--- src/rtl/multi_buffer_manager.sv ---
// N-buffer swap manager between an S2MM writer and an MM2S/CPU reader.
// Each buffer carries a role (FREE, WRITE, PENDING, READ) and PENDING buffers
// carry an age so the reader can take either the newest (LATEST mode) or the
// oldest (QUEUE mode) completed frame. Buffers overwritten before being read
// are counted in a saturating drop counter.
//
// Request/ack handshake: SM_request is a level; only its rising edge (against
// a registered copy of the previous level) is acted on. Exactly one cycle
// after that edge SM_ack pulses high for one cycle, with SM_fresh=1 when a
// PENDING buffer was handed over and SM_fresh=0 when the READ buffer was kept.
// A request held high produces no further acks.
module multi_buffer_manager #(
  parameter int MM_ADDR_WIDTH  = 32,
  parameter int DATA_WIDTH     = 32,
  parameter int NUM_BUFFERS    = 4,
  parameter int MAX_LOG_LENGTH = 22,
  parameter int DROP_WIDTH     = 16
) (
  input  logic                             SYS_aclk,
  input  logic                             SYS_areset,
  input  logic                             SM_clear,
  input  logic                             SM_mode,
  input  logic [4:0]                       SM_log_length,
  input  logic [MM_ADDR_WIDTH-1:0]         SM_base_address,
  input  logic                             SM_request,
  input  logic                             WR_beat,
  output logic                             SM_ack,
  output logic                             SM_fresh,
  output logic [$clog2(NUM_BUFFERS)-1:0]   SM_read_index,
  output logic [MM_ADDR_WIDTH-1:0]         SM_read_buffer,
  output logic [MM_ADDR_WIDTH-1:0]         SM_write_address,
  output logic [$clog2(NUM_BUFFERS):0]     SM_pending_count,
  output logic [DROP_WIDTH-1:0]            SM_drop_count
);

  localparam int IDX_W  = $clog2(NUM_BUFFERS);
  localparam int CNT_W  = IDX_W + 1;
  localparam int AGE_W  = CNT_W;
  localparam int BSHIFT = $clog2(DATA_WIDTH / 8);
  localparam int LEN_W  = MAX_LOG_LENGTH + 1;

  typedef enum logic [1:0] {
    ROLE_FREE    = 2'd0,
    ROLE_WRITE   = 2'd1,
    ROLE_PENDING = 2'd2,
    ROLE_READ    = 2'd3
  } role_t;

  role_t                     role_q   [NUM_BUFFERS];
  role_t                     role_d   [NUM_BUFFERS];
  logic [AGE_W-1:0]          age_q    [NUM_BUFFERS];
  logic [AGE_W-1:0]          age_d    [NUM_BUFFERS];
  logic [IDX_W-1:0]          read_idx_q, read_idx_d;
  logic [IDX_W-1:0]          write_idx_q, write_idx_d;
  logic [MAX_LOG_LENGTH-1:0] wr_count_q, wr_count_d;
  logic [DROP_WIDTH-1:0]     drop_q, drop_d;
  logic                      req_q, req_d;
  logic                      ack_q, ack_d;
  logic                      fresh_q, fresh_d;

  logic [4:0]                eff_log;
  logic [LEN_W-1:0]          len_m1;
  logic                      wr_last;
  logic                      req_edge;
  logic [5:0]                buf_shift;

  logic                      sel_found;
  logic [IDX_W-1:0]          sel_idx;
  logic [AGE_W-1:0]          sel_age;
  logic                      free_found;
  logic [IDX_W-1:0]          free_idx;
  logic                      old_found;
  logic [IDX_W-1:0]          old_idx;
  logic [AGE_W-1:0]          old_age;
  logic [CNT_W-1:0]          drop_inc;
  logic [DROP_WIDTH:0]       drop_sum;
  logic [CNT_W-1:0]          pend_cnt;

  // Role each buffer takes after reset or SM_clear.
  function automatic role_t reset_role(input int i);
    if (i == 0)      return ROLE_READ;
    else if (i == 1) return ROLE_WRITE;
    else             return ROLE_FREE;
  endfunction

  // Buffer length and completion detect; out-of-range lengths clamp to the largest legal one.
  always_comb begin
    eff_log   = (SM_log_length > 5'(MAX_LOG_LENGTH)) ? 5'(MAX_LOG_LENGTH) : SM_log_length;
    len_m1    = (LEN_W'(1) << eff_log) - LEN_W'(1);
    wr_last   = ({1'b0, wr_count_q} >= len_m1);
    req_edge  = SM_request & ~req_q;
    buf_shift = {1'b0, eff_log} + 6'(BSHIFT);
  end

  // Next-state for roles, ages, indices, word counter, drop counter and the ack pulse.
  always_comb begin
    role_d      = role_q;
    age_d       = age_q;
    read_idx_d  = read_idx_q;
    write_idx_d = write_idx_q;
    wr_count_d  = wr_count_q;
    drop_d      = drop_q;
    req_d       = SM_request;
    ack_d       = req_edge;
    fresh_d     = 1'b0;
    sel_found   = 1'b0;
    sel_idx     = '0;
    sel_age     = '0;
    free_found  = 1'b0;
    free_idx    = '0;
    old_found   = 1'b0;
    old_idx     = '0;
    old_age     = '0;
    drop_inc    = '0;
    drop_sum    = '0;

    // Reader choice is made on the PENDING set as it stood before this edge,
    // so a buffer completing in the same cycle cannot be granted.
    for (int i = 0; i < NUM_BUFFERS; i++) begin
      if (role_q[i] == ROLE_PENDING) begin
        if (!sel_found || (SM_mode ? (age_q[i] > sel_age) : (age_q[i] < sel_age))) begin
          sel_found = 1'b1;
          sel_idx   = IDX_W'(i);
          sel_age   = age_q[i];
        end
      end
    end

    if (req_edge && sel_found) begin
      role_d[read_idx_q] = ROLE_FREE;
      role_d[sel_idx]    = ROLE_READ;
      read_idx_d         = sel_idx;
      fresh_d            = 1'b1;
    end

    if (WR_beat) begin
      if (wr_last) begin
        wr_count_d = '0;
        // Candidates see the buffer freed by a same-cycle request, but not
        // the ones LATEST mode is about to discard below.
        for (int i = 0; i < NUM_BUFFERS; i++) begin
          if (role_d[i] == ROLE_FREE && !free_found) begin
            free_found = 1'b1;
            free_idx   = IDX_W'(i);
          end
          if (role_d[i] == ROLE_PENDING && (!old_found || age_q[i] > old_age)) begin
            old_found = 1'b1;
            old_idx   = IDX_W'(i);
            old_age   = age_q[i];
          end
        end
        // Surviving PENDING buffers age; LATEST mode discards them all as drops.
        for (int i = 0; i < NUM_BUFFERS; i++) begin
          if (role_d[i] == ROLE_PENDING) begin
            if (age_q[i] != '1) age_d[i] = age_q[i] + AGE_W'(1);
            if (!SM_mode) begin
              role_d[i] = ROLE_FREE;
              drop_inc  = drop_inc + CNT_W'(1);
            end
          end
        end
        role_d[write_idx_q] = ROLE_PENDING;
        age_d[write_idx_q]  = '0;
        if (free_found) begin
          write_idx_d = free_idx;
        end else begin
          // Out of space: the oldest PENDING frame is overwritten. In LATEST
          // mode it was already counted as a drop in the loop above.
          write_idx_d = old_idx;
          if (SM_mode) drop_inc = drop_inc + CNT_W'(1);
        end
        role_d[write_idx_d] = ROLE_WRITE;
        drop_sum = {1'b0, drop_q} + (DROP_WIDTH + 1)'(drop_inc);
        drop_d   = drop_sum[DROP_WIDTH] ? '1 : drop_sum[DROP_WIDTH-1:0];
      end else begin
        wr_count_d = wr_count_q + MAX_LOG_LENGTH'(1);
      end
    end

    // Soft reset silently discards everything, including the drop history.
    if (SM_clear) begin
      for (int i = 0; i < NUM_BUFFERS; i++) begin
        role_d[i] = reset_role(i);
        age_d[i]  = '0;
      end
      read_idx_d  = '0;
      write_idx_d = IDX_W'(1);
      wr_count_d  = '0;
      drop_d      = '0;
      req_d       = 1'b0;
      ack_d       = 1'b0;
      fresh_d     = 1'b0;
    end
  end

  // State registers with asynchronous reset to the same state SM_clear produces.
  always_ff @(posedge SYS_aclk or posedge SYS_areset) begin
    if (SYS_areset) begin
      for (int i = 0; i < NUM_BUFFERS; i++) begin
        role_q[i] <= reset_role(i);
        age_q[i]  <= '0;
      end
      read_idx_q  <= '0;
      write_idx_q <= IDX_W'(1);
      wr_count_q  <= '0;
      drop_q      <= '0;
      req_q       <= 1'b0;
      ack_q       <= 1'b0;
      fresh_q     <= 1'b0;
    end else begin
      for (int i = 0; i < NUM_BUFFERS; i++) begin
        role_q[i] <= role_d[i];
        age_q[i]  <= age_d[i];
      end
      read_idx_q  <= read_idx_d;
      write_idx_q <= write_idx_d;
      wr_count_q  <= wr_count_d;
      drop_q      <= drop_d;
      req_q       <= req_d;
      ack_q       <= ack_d;
      fresh_q     <= fresh_d;
    end
  end

  // PENDING population, derived from the registered roles so it moves with them.
  always_comb begin
    pend_cnt = '0;
    for (int i = 0; i < NUM_BUFFERS; i++) begin
      if (role_q[i] == ROLE_PENDING) pend_cnt = pend_cnt + CNT_W'(1);
    end
  end

  // Address generation, wrapping modulo the address width.
  always_comb begin
    SM_read_buffer   = SM_base_address + (MM_ADDR_WIDTH'(read_idx_q) << buf_shift);
    SM_write_address = SM_base_address + (MM_ADDR_WIDTH'(write_idx_q) << buf_shift)
                     + (MM_ADDR_WIDTH'(wr_count_q) << BSHIFT);
  end

  assign SM_ack           = ack_q;
  assign SM_fresh         = fresh_q;
  assign SM_read_index    = read_idx_q;
  assign SM_pending_count = pend_cnt;
  assign SM_drop_count    = drop_q;

endmodule

--- config.mk ---
export PLATFORM = sky130hd
export DESIGN_NAME = multi_buffer_manager
export DESIGN_NICKNAME = d
export VERILOG_FILES = /design/src/rtl/multi_buffer_manager.sv
export SDC_FILE = /design/constraint.sdc
export NUM_CORES = 1
export LEC_CHECK = 0
export ABC_AREA = 0
export CAP_MARGIN = 10
export CORE_ASPECT_RATIO = 1.4
export CORE_MARGIN = 2
export CORE_UTILIZATION = 50
export DETAILED_ROUTE_END_ITERATION = 7
export PLACE_DENSITY = 0.71
export SLEW_MARGIN = 20
export SYNTH_ARGS = -nofsm -noshare
export SYNTH_HDL_FRONTEND = slang
export SYNTH_SLANG_ARGS = --single-unit
export TNS_END_PERCENT = 50
--- constraint.sdc ---
create_clock -name SYS_aclk -period 26.3 [get_ports SYS_aclk]
set_input_delay 3.945 -clock SYS_aclk [delete_from_list [all_inputs] [get_ports SYS_aclk]]
set_output_delay 3.945 -clock SYS_aclk [all_outputs]
set_load 0.01 [all_outputs]
* After elaboration in Yosys (flattened, before gate mapping)
Cells that the tools add are included.
Storage, ports and cells: register bits 65, input bits 43, output and inout port bits 87, word-level logic and storage cells 268
Cells by class: add/sub/neg operators 18, magnitude comparators 19, equal/unequal tests 12, shift-type cells 3, muxes and demuxes 150, bitwise logic cells 17, reductions and logical operators 34
Operator list (number):
- 2-to-1 mux 3 bit | 51
- 2-to-1 mux 2 bit | 37
- 2-to-1 mux 22 bit | 3
- adder 32 bit | 2
- 2-to-1 mux 16 bit | 4
- << shifter 2 x 6 -> 32 bit | 2
- 2-to-1 mux 1 bit | 42
- 2-to-1 mux 12 bit | 3
- adder 32 x 24 -> 32 bit | 1
- 2-to-1 mux 8 bit | 4
- adder 3 x 1 -> 3 bit (second input constant) | 10
- >= comparator 22 x 23 -> 1 bit | 1
- << shifter 1 x 5 -> 23 bit (first input constant) | 1
- subtractor 23 x 2 -> 23 bit (second input constant) | 1
- adder 22 x 1 -> 22 bit (second input constant) | 1
- > comparator 3 bit | 6
- adder 16 x 3 -> 17 bit | 1
- demux 2 bit (select 2 bit) | 4
- == test 2 bit (second input constant) | 8
- AND 12 bit | 1
- >= comparator 3 bit (second input constant) | 4
- less-than comparator 3 x 1 -> 1 bit (second input constant) | 4
- != test 3 bit (second input constant) | 4
- NOT 12 bit | 1
- 21 further kinds | 57

* Logic depth before layout (Yosys ltp)
depth after elaboration 57, depth in mapped cells 49, depth with buffers taken out 47

* Worst setup path before layout
Ideal clock, no wire load.
path type input -> output, start in SM_log_length[3], end out SM_write_address[31], arrival 8.699 ns, data required time 22.355 ns, path slack 13.656 ns, stages 20, buffers on the path 2, path through clkbuf_1 -> o21ai_0 -> nand2b_1 -> ha_1 -> xor2_1 -> nand2_1 -> clkbuf_1 -> nor2_1 -> fa_1 -> ha_1 -> or4_1 -> a221oi_2 -> o211ai_1 -> a31oi_1 -> o21bai_1 -> a21oi_2 -> o211ai_1 -> a31o_2 -> a31o_2 -> xnor2_1
On the way: longest elaborated chain between the ends 6
Ends and longest elaborated chain:
- start, declared | line 23 | input logic [4:0] SM_log_length,
- > comparator 5 bit | line 88 | eff_log = (SM_log_length > 5'(MAX_LOG_LENGTH)) ? 5'(MAX_LOG_LENGTH) : SM_log_length;
- 2-to-1 mux 5 bit * | line 88
- adder 5 x 2 -> 6 bit * | line 92 | buf_shift = {1'b0, eff_log} + 6'(BSHIFT);
- << shifter 2 x 6 -> 32 bit * | line 236 | SM_write_address = SM_base_address + (MM_ADDR_WIDTH'(write_idx_q) << buf_shift)
- adder 32 bit * | line 236
- adder 32 x 24 -> 32 bit * | line 237 | + (MM_ADDR_WIDTH'(wr_count_q) << BSHIFT);
- end, declared | line 31 | output logic [MM_ADDR_WIDTH-1:0] SM_write_address,
Every way passes the cells marked *; elsewhere a longest branch is shown, timed or not.

* Worst setup path in the final report
start in SM_log_length[1], end out SM_write_address[31]
The elaborated chain is that of the path after synthesis.

==> impl_metrics.json <==
{
  "status": "finished clean",
  "period_minus_slack_ps": 14960,
  "vias": 9696,
  "grt_pass1_vias": 9518,
  "synth_top_flop_cell": "dfrtp_1",
  "finClkSkew_ps": 5.26,
  "swShare": 0.304,
  "layout_common_cells": "nor2_1 (193), clkdlybuf4s50_1 (129), ha_1 (126)",
  "synthCells": 1246,
  "rows": 59,
  "io_pins": 130,
  "die_w_um": 121,
  "overflow": 0,
  "worstMarginPinSlew_ps": 906,
  "drt-wirelength-per-cell_um": 17.9,
  "grt_max_degree": 66,
  "p_int_mw": 0.226,
  "ant_nets": 0,
  "drt-pass1-iter-count": 5,
  "setup_viol": 0,
  "p_per_area_nw_per_um2": 28.5,
  "cp-start-kind": "primary input",
  "dieArea_um2": 20300,
  "drive_above_1_share": 0.0532,
  "grt_pass1_wl_mm": 46.5,
  "synth_edf_count": 0,
  "fin_hold_ws_ps": 558,
  "antenna_found_initial": 0,
  "slew_viol_final": 0,
  "yosysSeqAreaShare": 0.170,
  "synth_cell_types": 85,
  "synth.avg_cell_area_um2": 7.70,
  "place_hpwl_mm": 22.9,
  "max-slew-margin-rel": 0.394,
  "cts_buffers": 9,
  "clk_path_buf_depth": 2,
  "hold_violations": 0,
  "clockRootBuffer": "clkbuf_16",
  "vias_per_cell": 6.07,
  "ys_warn_count": 0,
  "async_flop_share": 1.00,
  "crit_chain": "clkdlybuf4s50_1 -> and3_1 -> o21ai_0 -> nand2b_1 -> ha_1 -> xor2_1 -> nand2_1 -> nor2_1 -> fa_1 -> fa_1 -> a21o_1 -> a221oi_2 -> o211ai_1 -> a31oi_1 -> o21bai_1 -> a21oi_2 -> o211ai_1 -> a31o_2 -> a31o_2 -> xnor2_1 -> clkdlybuf4s50_1",
  "cts_resized": 0,
  "rsz0062_at_grt": "no",
  "critical_path_class": "in -> out",
  "drt_iter0_markers": 596,
  "initial_core_util": 0.514,
  "cts_sinks": 65,
  "postCtsSetupBuffers": 0,
  "use_met2": 0.521,
  "place_congestion": 0.971,
  "drc": 0,
  "p_leak_nw": 5.06,
  "worstSkewPairLatency_ps": 330,
  "power_frac_clock": 0.399,
  "htree_levels": 3,
  "fmax_mhz": 66.9,
  "cp_slowest_stage_delay_ps": 760,
  "wl_mm": 28.7,
  "busiest_layer": "met2",
  "fin_crit_sh": 0.569,
  "cts_tree": "done",
  "layout_commonest_cell": "nor2_1",
  "die_y_um": 168,
  "nets": 1543,
  "use_met1": 0.316,
  "arrival_ps": 11010,
  "diodes": 0,
  "gr-usage-all-layers": 0.284,
  "port-buffer-count": 129,
  "coreArea_um2": 18700,
  "ir_drop_v": 0.0000427,
  "synth.net_count": 1440,
  "seq_power_share": 0.313,
  "hold_buffers": 0,
  "syn2layout_area_growth_pct": 18.6,
  "crit_fanout": 22,
  "netlist_area_um2": 9590,
  "fin_setup_tns_ps": 0,
  "switching_power_mw": 0.0986,
  "ys_seq_elements": 65,
  "min_path_type": "reg -> reg",
  "cp-end-kind": "primary output",
  "power_frac_comb": 0.288,
  "clk_pin_slew_ps": 50,
  "slowest_stage": "clkdlybuf4s50_1",
  "cp.required_ps": 22350,
  "use_met3": 0.0295,
  "drv_cap": 0
}
## cell usage after synthesis (6+ instances only)
library cell / number / area (µm²)
nor2_1: 193 / 724
ha_1: 126 / 1580
a21oi_1: 102 / 510
nand2_1: 101 / 379
o21ai_0: 69 / 345
dfrtp_1: 61 / 1530
xnor2_1: 59 / 517
nand3_1: 52 / 260
inv_1: 48 / 180
a21o_1: 38 / 285
clkbuf_1: 33 / 124
nor3_1: 29 / 145
fa_1: 25 / 500
nand2b_1: 24 / 150
xor2_1: 22 / 193
nand4_1: 19 / 119
nor2b_1: 19 / 119
o21a_1: 17 / 128
a31oi_1: 13 / 81.3
o211ai_1: 11 / 82.6
a211oi_1: 10 / 75.1
and2_1: 9 / 56.3
and3_1: 9 / 56.3
mux2_2: 9 / 101
or3_1: 9 / 56.3
nand3b_1: 7 / 52.6
a211o_1: 6 / 52.6
a221oi_1: 6 / 52.6
a31o_2: 6 / 52.6
o21bai_1: 6 / 45.0
or2_2: 6 / 37.5
## critical path: cells and delay by family
family	cells	cell delay (ps)
AO/OA/AOI/OAI	10	2670
buffers and inverters	2	1310
AND/OR/NAND/NOR	4	1230
adder cells (fa/ha/maj)	3	1200
XOR/XNOR	2	640
## routing by layer
metal	wire length, µm	vias up
li1	-	4695
met1	10900	4569
met2	14800	322
met3	1320	110
met4	1640	0
met5	0	-
## kinds of logic (layout without fill, tap and decap cells)
| group | count (synthesis) | after routing | share of synthesized area |
|---|---|---|---|
| adders and majority gates | 151 | 151 | 0.217 |
| buffers and inverters | 91 | 199 | 0.0374 |
| xor gates and xnor gates | 81 | 81 | 0.0740 |
| DFF | 65 | 65 | 0.170 |
| and+or+nand+nor | 498 | 498 | 0.245 |
| AOI/OAI and AO/OA | 346 | 346 | 0.241 |
| muxes | 14 | 14 | 0.0158 |
## flip-flops by register name, indices dropped and copies added, names as in the netlist
| name | cells |
|---|---|
| wr_count_q | 22 |
| SM_drop_count | 16 |
| age_q | 12 |
| role_q | 8 |
| SM_read_index | 2 |
| write_idx_q | 2 |
| SM_ack | 1 |
| SM_fresh | 1 |
| req_q | 1 |
## area by class of cell
cell class	instances	area, µm²
Timing Repair Buffer	133	1320
Clock buffer	9	225
Clock inverter	7	95.1
Sequential cell	65	1630
Fill cell	1780	7300
Multi-Input combinational cell	1090	7610
Tap cell	244	305
Inverter	50	193
## metrics by stage
| step | setup WS [ps] | utilization | power [mW] | cells | instance area [µm²] |
|---|---|---|---|---|---|
| 3_5_place_dp | 11440 | 0.592 | 0.196 | 1582 | 11100 |
| 4_1_cts | 11410 | 0.609 | 0.326 | 1598 | 11400 |
| 5_1_grt | 10940 | 0.609 | 0.340 | 1598 | 11400 |
| 6_report | 11340 | 0.609 | 0.324 | 1598 | 11400 |
| 3_3_place_gp | 11620 | 0.592 | 0.195 | 1582 | 11100 |
| 2_1_floorplan | 13660 | - | 0.156 | 1246 | 9590 |
## power by group through the flow
stage | Sequential [mW] | Clock, mW | Combinational, mW
floorplan | 0.103 | 0 | 0.0535
global placement | 0.103 | 0 | 0.0918
detailed placement | 0.103 | 0 | 0.0929
CTS | 0.101 | 0.131 | 0.0933
global route | 0.101 | 0.136 | 0.102
finish | 0.101 | 0.129 | 0.0934
## worst paths after layout
kind | startpoint | to | slack (ps) | depth (start not counted)
min in group asynchronous | SYS_areset | SM_drop_count[14]$_DFFE_PP0P_ | 4190 | 3
setup / recovery | SM_log_length[1] | SM_write_address[31] | 11340 | 21
setup reg to reg | role_q[7]$_DFF_PP1_ | role_q[3]$_DFF_PP0_ | 15300 | 45
max in group asynchronous | SYS_areset | age_q[5]$_DFFE_PP0P_ | 21560 | 3
hold reg to reg | age_q[3]$_DFFE_PP0P_ | age_q[3]$_DFFE_PP0P_ | 560 | 1
hold / removal | age_q[3]$_DFFE_PP0P_ | age_q[3]$_DFFE_PP0P_ | 560 | 1
(Power assumes the default switching activity.)
